**config.mk**
```make
export PLATFORM = sky130hd
export DESIGN_NAME = bsearch_engine
export DESIGN_NICKNAME = d
export VERILOG_FILES = /design/src/rtl/bsearch_pkg.sv /design/src/rtl/bsearch_cycle_counter.sv /design/src/rtl/bsearch_engine.sv
export SDC_FILE = /design/constraint.sdc
export NUM_CORES = 1
export LEC_CHECK = 0
export ABC_AREA = 1
export ABC_CLOCK_PERIOD_IN_PS = 2850
export CORE_MARGIN = 2
export CORE_UTILIZATION = 45
export CTS_CLUSTER_SIZE = 30
export DETAILED_ROUTE_END_ITERATION = 16
export GPL_ROUTABILITY_DRIVEN = 0
export PLACE_DENSITY = 0.7
export REMOVE_ABC_BUFFERS = 1
export SLEW_MARGIN = 15
export SYNTH_ARGS = -nofsm -noshare
export SYNTH_HDL_FRONTEND = slang
export SYNTH_HIERARCHICAL = 1
export SYNTH_SLANG_ARGS = --single-unit
```
**constraint.sdc**
```tcl
create_clock -name clk -period 2.85 [get_ports clk]
set_input_delay 0.4275 -clock clk [delete_from_list [all_inputs] [get_ports clk]]
set_output_delay 0.4275 -clock clk [all_outputs]
set_load 0.005 [all_outputs]
```
**src/rtl/bsearch_pkg.sv**
```systemverilog
// bsearch_pkg: shared types and helpers for the binary-search engine.
//   state_t    : engine FSM states
//   mode_t     : search mode (exact match / lower bound)
//   MAX_PROBES : upper bound on RAM probes per search for an ADDR_W-bit array
package bsearch_pkg;

    typedef enum logic [2:0] {
        IDLE,
        ISSUE,
        WAIT,
        COMPARE,
        DONE
    } state_t;

    typedef enum logic {
        MODE_EXACT  = 1'b0,
        MODE_LBOUND = 1'b1
    } mode_t;

    // Halving a range of 2**addr_w entries down to empty takes at most addr_w+1 probes.
    function automatic int MAX_PROBES(input int addr_w);
        return addr_w + 1;
    endfunction

endpackage

```
**src/rtl/bsearch_cycle_counter.sv**
```systemverilog
// bsearch_cycle_counter: saturating latency counter for the search engine.
// Ports:
//   clk, reset_n : clock, asynchronous active-low reset
//   clr          : restart the running count at 0
//   inc          : count this cycle (saturates at all-ones)
//   cap          : copy the count, including this cycle's increment, to cycles
//   cycles       : captured latency of the last completed search
module bsearch_cycle_counter
    import bsearch_pkg::*;
#(
    parameter int CNT_W = 8
) (
    input  logic             clk,
    input  logic             reset_n,
    input  logic             clr,
    input  logic             inc,
    input  logic             cap,
    output logic [CNT_W-1:0] cycles
);

    logic [CNT_W-1:0] cnt;
    logic [CNT_W-1:0] cnt_next;

    always_comb begin
        cnt_next = cnt;
        if (clr) begin
            cnt_next = '0;
        end else if (inc && (cnt != '1)) begin
            cnt_next = cnt + 1'b1;
        end
    end

    // Capturing cnt_next lets cycles appear together with done and still
    // include the final COMPARE cycle.
    always_ff @(posedge clk or negedge reset_n) begin
        if (!reset_n) begin
            cnt    <= '0;
            cycles <= '0;
        end else begin
            cnt <= cnt_next;
            if (cap) begin
                cycles <= cnt_next;
            end
        end
    end

endmodule

```
**src/rtl/bsearch_engine.sv**
```systemverilog
// bsearch_engine: binary search over a sorted synchronous-read RAM.
// Modes: exact match (mode=0) or lower bound, first entry >= key (mode=1).
// Ports:
//   clk, reset_n  : clock, asynchronous active-low reset
//   start         : request pulse, accepted only in IDLE (key/mode latched)
//   key, mode     : search key and mode
//   mem_addr      : RAM read address (registered, held while waiting)
//   mem_rdata     : RAM read data, valid RAM_LAT cycles after mem_addr
//   busy          : high from the cycle after accept until DONE is left
//   done          : one-cycle result strobe
//   found, loc    : result flag and index, held until the next done
//   cycles        : ISSUE/WAIT/COMPARE cycles of the last search (saturating)
// Build option: define BSEARCH_CYCLES_EN to include the latency counter;
// otherwise cycles is tied to 0.
module bsearch_engine
    import bsearch_pkg::*;
#(
    parameter int DATA_W  = 8,
    parameter int ADDR_W  = 5,
    parameter int RAM_LAT = 1,
    parameter int CNT_W   = 8
) (
    input  logic              clk,
    input  logic              reset_n,
    input  logic              start,
    input  logic [DATA_W-1:0] key,
    input  logic              mode,
    output logic [ADDR_W-1:0] mem_addr,
    input  logic [DATA_W-1:0] mem_rdata,
    output logic              busy,
    output logic              done,
    output logic              found,
    output logic [ADDR_W-1:0] loc,
    output logic [CNT_W-1:0]  cycles
);

    localparam logic [ADDR_W:0] DEPTH       = {1'b1, {ADDR_W{1'b0}}};
    localparam int              WAIT_W      = (RAM_LAT > 1) ? $clog2(RAM_LAT) : 1;
    localparam logic [WAIT_W-1:0] LAST_WAIT = WAIT_W'(RAM_LAT - 1);
    localparam logic [ADDR_W:0] PROBE_LIMIT = (ADDR_W + 1)'(MAX_PROBES(ADDR_W));

    state_t              state;
    logic [DATA_W-1:0]   key_q;
    mode_t               mode_q;
    logic [ADDR_W:0]     lo;
    logic [ADDR_W:0]     hi;
    logic [WAIT_W-1:0]   wait_cnt;
    logic [ADDR_W:0]     probe_cnt;

    logic [ADDR_W-1:0]   mid;
    logic [ADDR_W:0]     lo_nx;
    logic [ADDR_W:0]     hi_nx;
    logic                hit;
    logic                closed;

    // lo < hi <= DEPTH keeps the midpoint below DEPTH, so truncation is lossless.
    assign mid = ADDR_W'(({1'b0, lo} + {1'b0, hi}) >> 1);

    always_comb begin
        lo_nx = lo;
        hi_nx = hi;
        if (mem_rdata < key_q) begin
            lo_nx = {1'b0, mid} + 1'b1;
        end else begin
            hi_nx = {1'b0, mid};
        end
        hit    = (mode_q == MODE_EXACT) && (mem_rdata == key_q);
        closed = (lo_nx == hi_nx);
    end

    always_ff @(posedge clk or negedge reset_n) begin
        if (!reset_n) begin
            state     <= IDLE;
            key_q     <= '0;
            mode_q    <= MODE_EXACT;
            lo        <= '0;
            hi        <= '0;
            wait_cnt  <= '0;
            probe_cnt <= '0;
            mem_addr  <= '0;
            busy      <= 1'b0;
            done      <= 1'b0;
            found     <= 1'b0;
            loc       <= '0;
        end else begin
            done <= 1'b0;
            case (state)
                IDLE: begin
                    if (start) begin
                        key_q     <= key;
                        mode_q    <= mode_t'(mode);
                        lo        <= '0;
                        hi        <= DEPTH;
                        probe_cnt <= '0;
                        busy      <= 1'b1;
                        state     <= ISSUE;
                    end
                end
                ISSUE: begin
                    mem_addr  <= mid;
                    wait_cnt  <= '0;
                    probe_cnt <= probe_cnt + 1'b1;
                    state     <= WAIT;
                end
                WAIT: begin
                    if (wait_cnt == LAST_WAIT) begin
                        state <= COMPARE;
                    end else begin
                        wait_cnt <= wait_cnt + 1'b1;
                    end
                end
                COMPARE: begin
                    if (hit) begin
                        found <= 1'b1;
                        loc   <= mid;
                        done  <= 1'b1;
                        state <= DONE;
                    end else begin
                        lo <= lo_nx;
                        hi <= hi_nx;
                        if (closed) begin
                            if (mode_q == MODE_EXACT) begin
                                found <= 1'b0;
                                loc   <= '0;
                            end else begin
                                // lo == DEPTH means key exceeds every entry; low bits are then 0.
                                found <= ~lo_nx[ADDR_W];
                                loc   <= lo_nx[ADDR_W-1:0];
                            end
                            done  <= 1'b1;
                            state <= DONE;
                        end else begin
                            state <= ISSUE;
                        end
                    end
                end
                DONE: begin
                    busy  <= 1'b0;
                    state <= IDLE;
                end
                default: state <= IDLE;
            endcase
        end
    end

`ifdef BSEARCH_CYCLES_EN
    logic cnt_clr;
    logic cnt_inc;
    logic cnt_cap;

    assign cnt_clr = (state == IDLE) && start;
    assign cnt_inc = (state == ISSUE) || (state == WAIT) || (state == COMPARE);
    assign cnt_cap = (state == COMPARE) && (hit || closed);

    bsearch_cycle_counter #(
        .CNT_W (CNT_W)
    ) u_cycle_counter (
        .clk     (clk),
        .reset_n (reset_n),
        .clr     (cnt_clr),
        .inc     (cnt_inc),
        .cap     (cnt_cap),
        .cycles  (cycles)
    );
`else
    assign cycles = '0;
`endif

    a_probe_bound: assert property (@(posedge clk) disable iff (!reset_n)
        (state == ISSUE) |-> (probe_cnt < PROBE_LIMIT));

endmodule

```
==> results.yml <==
synthesis:
  yosysWarnings: 6
  synth_edf_count: 0
  synth_flop_cell: "dfrtp_1"
  ys_async_sr_fraction_pct: 100
  syn_inst: 328
  synthDistinctLibCells: 35
  seq_area_frac_synth_pct: 37.9
  syn_area_um2: 2440
  avgSynthCellArea_um2: 7.45
  ys_seq_elements: 37
global_routing:
  grt_pass1_vias: 1947
  grtUsageTotal_pct: 18.4
  antenna_found_initial: 0
  overflow: 0
  grt_pass1_wl_mm: 8.83
  grt_start_max_net_pins: 38
critical_path:
  cpPeakStageDelay_ns: 0.58
  criticalPathCategory: "reg -> reg"
  cp_cell_sequence: "nand2_2, inv_2, fa_2, inv_1, nor2_2, nand3_1, nand2_1, nand3_1, nand3_1, nand2_1, nor2_2, nand2_2, o21bai_4, nand2_4, nand2_1, nand2_1"
  critPathArrivalTime_ns: 2.79
  startpoint_type: "register"
  critPathMostFrequentCell: "nand2_1"
  critPathMaxFanout: 8
  slowest_stage: "fa_2"
  crit_path_end_kind: "register"
  crit_required_ns: 3.04
route:
  top_layer_used: "met4"
  routed-wl-met2_mm: 2.49
  vias: 2197
  viasPerCell: 4.98
  drc: 0
  drt_iter0_drc: 190
  drt_wl_total_mm: 5.33
  drt.antenna.violating_nets: 0
  drt-met1-wl_mm: 2.49
  wire_per_inst_um: 12.1
  first_pass_iters: 4
  wl_met3_um: 293
finish:
  nFillCells: 516
  areaGrowthSynthToFinish_pct: 21.2
  n_antenna_cell: 0
  final_nets: 404
  final_cell_mix: "89 x nand2_1, 42 x inv_1, 37 x dfrtp_1"
  seq_area_um2: 926
  final_common_cell: "nand2_1"
  final_util_pct: 57.3
  drive_gt1_share_pct: 15.1
  multi_input_area_um2: 1290
clocking:
  hold_buffers: 0
  clk_pin_slew_ns: 0.08
  clk_latency_ns: 0.29
  h-tree-depth: 2
  cts.sinks: 37
  cts.root.buffer_cell: "clkbuf_8"
  cts_buffer_depth: 2
  cts_buffers: 5
  tritoncts: "done"
timing:
  final-setup-viol-count: 0
  period_minus_slack_ns: 2.60
  timing.hold.ws_ns: 0.233
  fin_crit_sh_pct: 91.4
  tightest_slew_ns: 0.839
  fmax_ghz: 0.384
  relSlewSlack_pct: 44.1
  hold_viol: 0
  skew_ns: 0.00634
  slew_violations: 0
  timing.setup.tns_ns: 0
power_and_ir_drop:
  p_clk_share_pct: 9.2
  p_seq_share_pct: 22.6
  power_frac_comb_pct: 68.2
  vdd_drop_max_v: 0.000603
  p_int_w: 0.00198
  leakage_nw: 1.58
  powerDensity_nw_per_um2: 1330
  switchingPower_w: 0.00195
  swShare_pct: 49.6
floorplan:
  row_count: 26
  io_pins: 41
  initial_utilization_pct: 47.2
  die_w_um: 77.7
  core_area_um2: 5170
  dieArea_um2: 6040
  die_h_um: 77.7
status:
  status: "completed"
min_path:
  hp-class: "in -> async"
job:
  cap_violations: 0
placed_design:
  io_buffers: 32
  hpwl_mm: 4.12
==> cells in the mapped netlist (2+ instances only) <==
library cell,count,share of area (%)
nor2_2,2,0.51
o21ai_1,2,0.41
ha_1,13,6.7
nand2_1,94,14
inv_2,4,0.61
dfrtp_1,37,38
nor2_1,17,2.6
nand3_1,32,6.6
clkbuf_1,3,0.46
nand4_1,3,0.77
nand2_2,11,2.8
a21oi_1,13,2.7
buf_4,9,2.8
inv_1,43,6.6
nand2_4,3,1.4
o22ai_1,13,3.3
o21ai_0,11,2.3
==> critical path: cells and delay by family (launching register included) <==
kind            cells  cell delay (ns)
flops               1             0.41
buf+inv             2             0.13
compound gates      1             0.23
simple gates       12             1.14
fa+ha+maj           1             0.58
==> kinds of logic after synthesis <==
group           Yosys count  synth area share (%)
simple gates            166                  30.5
buf+inv                  62                  11.5
compound gates           47                  12.0
flops                    37                  37.9
fa+ha+maj                14                  7.48
mux                       1                 0.461
other cells               1                 0.153
==> power groups by stage <==
stage / logic, W / registers [W] / clock network [W]
finish: 0.00268 / 0.000887 / 0.000362
global route: 0.00301 / 0.000909 / 0.000399
CTS: 0.00257 / 0.000883 / 0.000372
detailed placement: 0.00256 / 0.000891 / 0
global placement: 0.00253 / 0.000887 / 0
floorplan: 0.00180 / 0.000867 / 0
==> through the flow <==
stage | instances | setup WS, ns | cell area, µm² | total power, W
5_1_grt | 441 | -0.0237 | 2960 | 0.00432
4_1_cts | 438 | 0.146 | 2910 | 0.00382
6_report | 441 | 0.245 | 2960 | 0.00393
3_5_place_dp | 430 | -0.0368 | 2820 | 0.00345
2_1_floorplan | 322 | 0.437 | 2380 | 0.00267
3_3_place_gp | 430 | 0.0345 | 2820 | 0.00342
==> final timing paths <==
check,startpoint,endpoint,slack [ns],depth (start not counted)
hold reg to reg,mem_addr[4],mem_addr[4],0.48,2
max in group asynchronous,reset_n,mode_q,2.08,1
setup reg to reg,lo[0],found,0.25,16
min in group clk,mem_addr[4],mem_addr[4],0.48,2
hold / removal,reset_n,mem_addr[1],0.23,1
setup / recovery,lo[0],found,0.25,16
==> state kept, by name (all words and copies together), names as in the netlist <==
signal    flops
busy          1
mode_q        1
found         1
state         3
lo            6
key_q         8
mem_addr      5
hi            6
done          1
loc           5
==> per-layer routing <==
layer / global-route usage, % / up-vias
met5: 0 / -
met1: 25.2 / 1002
met4: 6.25 / 0
met2: 28.9 / 64
met3: 4.07 / 7
li1: - / 1124
==> final cells by class <==
cell class                 instances  area share, %
inverter                          49           6.29
clock inverter                     3          0.591
multi-input combinational        236           43.5
tap                               70           2.96
sequential                        37           31.3
timing repair buffer              41           13.1
clock buffer                       5           2.32
==> what timing repair did <==
item / 4_1_cts / 5_1_grt
setup endpoints to repair: 0 / 8
buffers inserted: 0 / 3
gates resized for setup: 0 / 11
No activity file was read; power rests on OpenSTA's default activity.
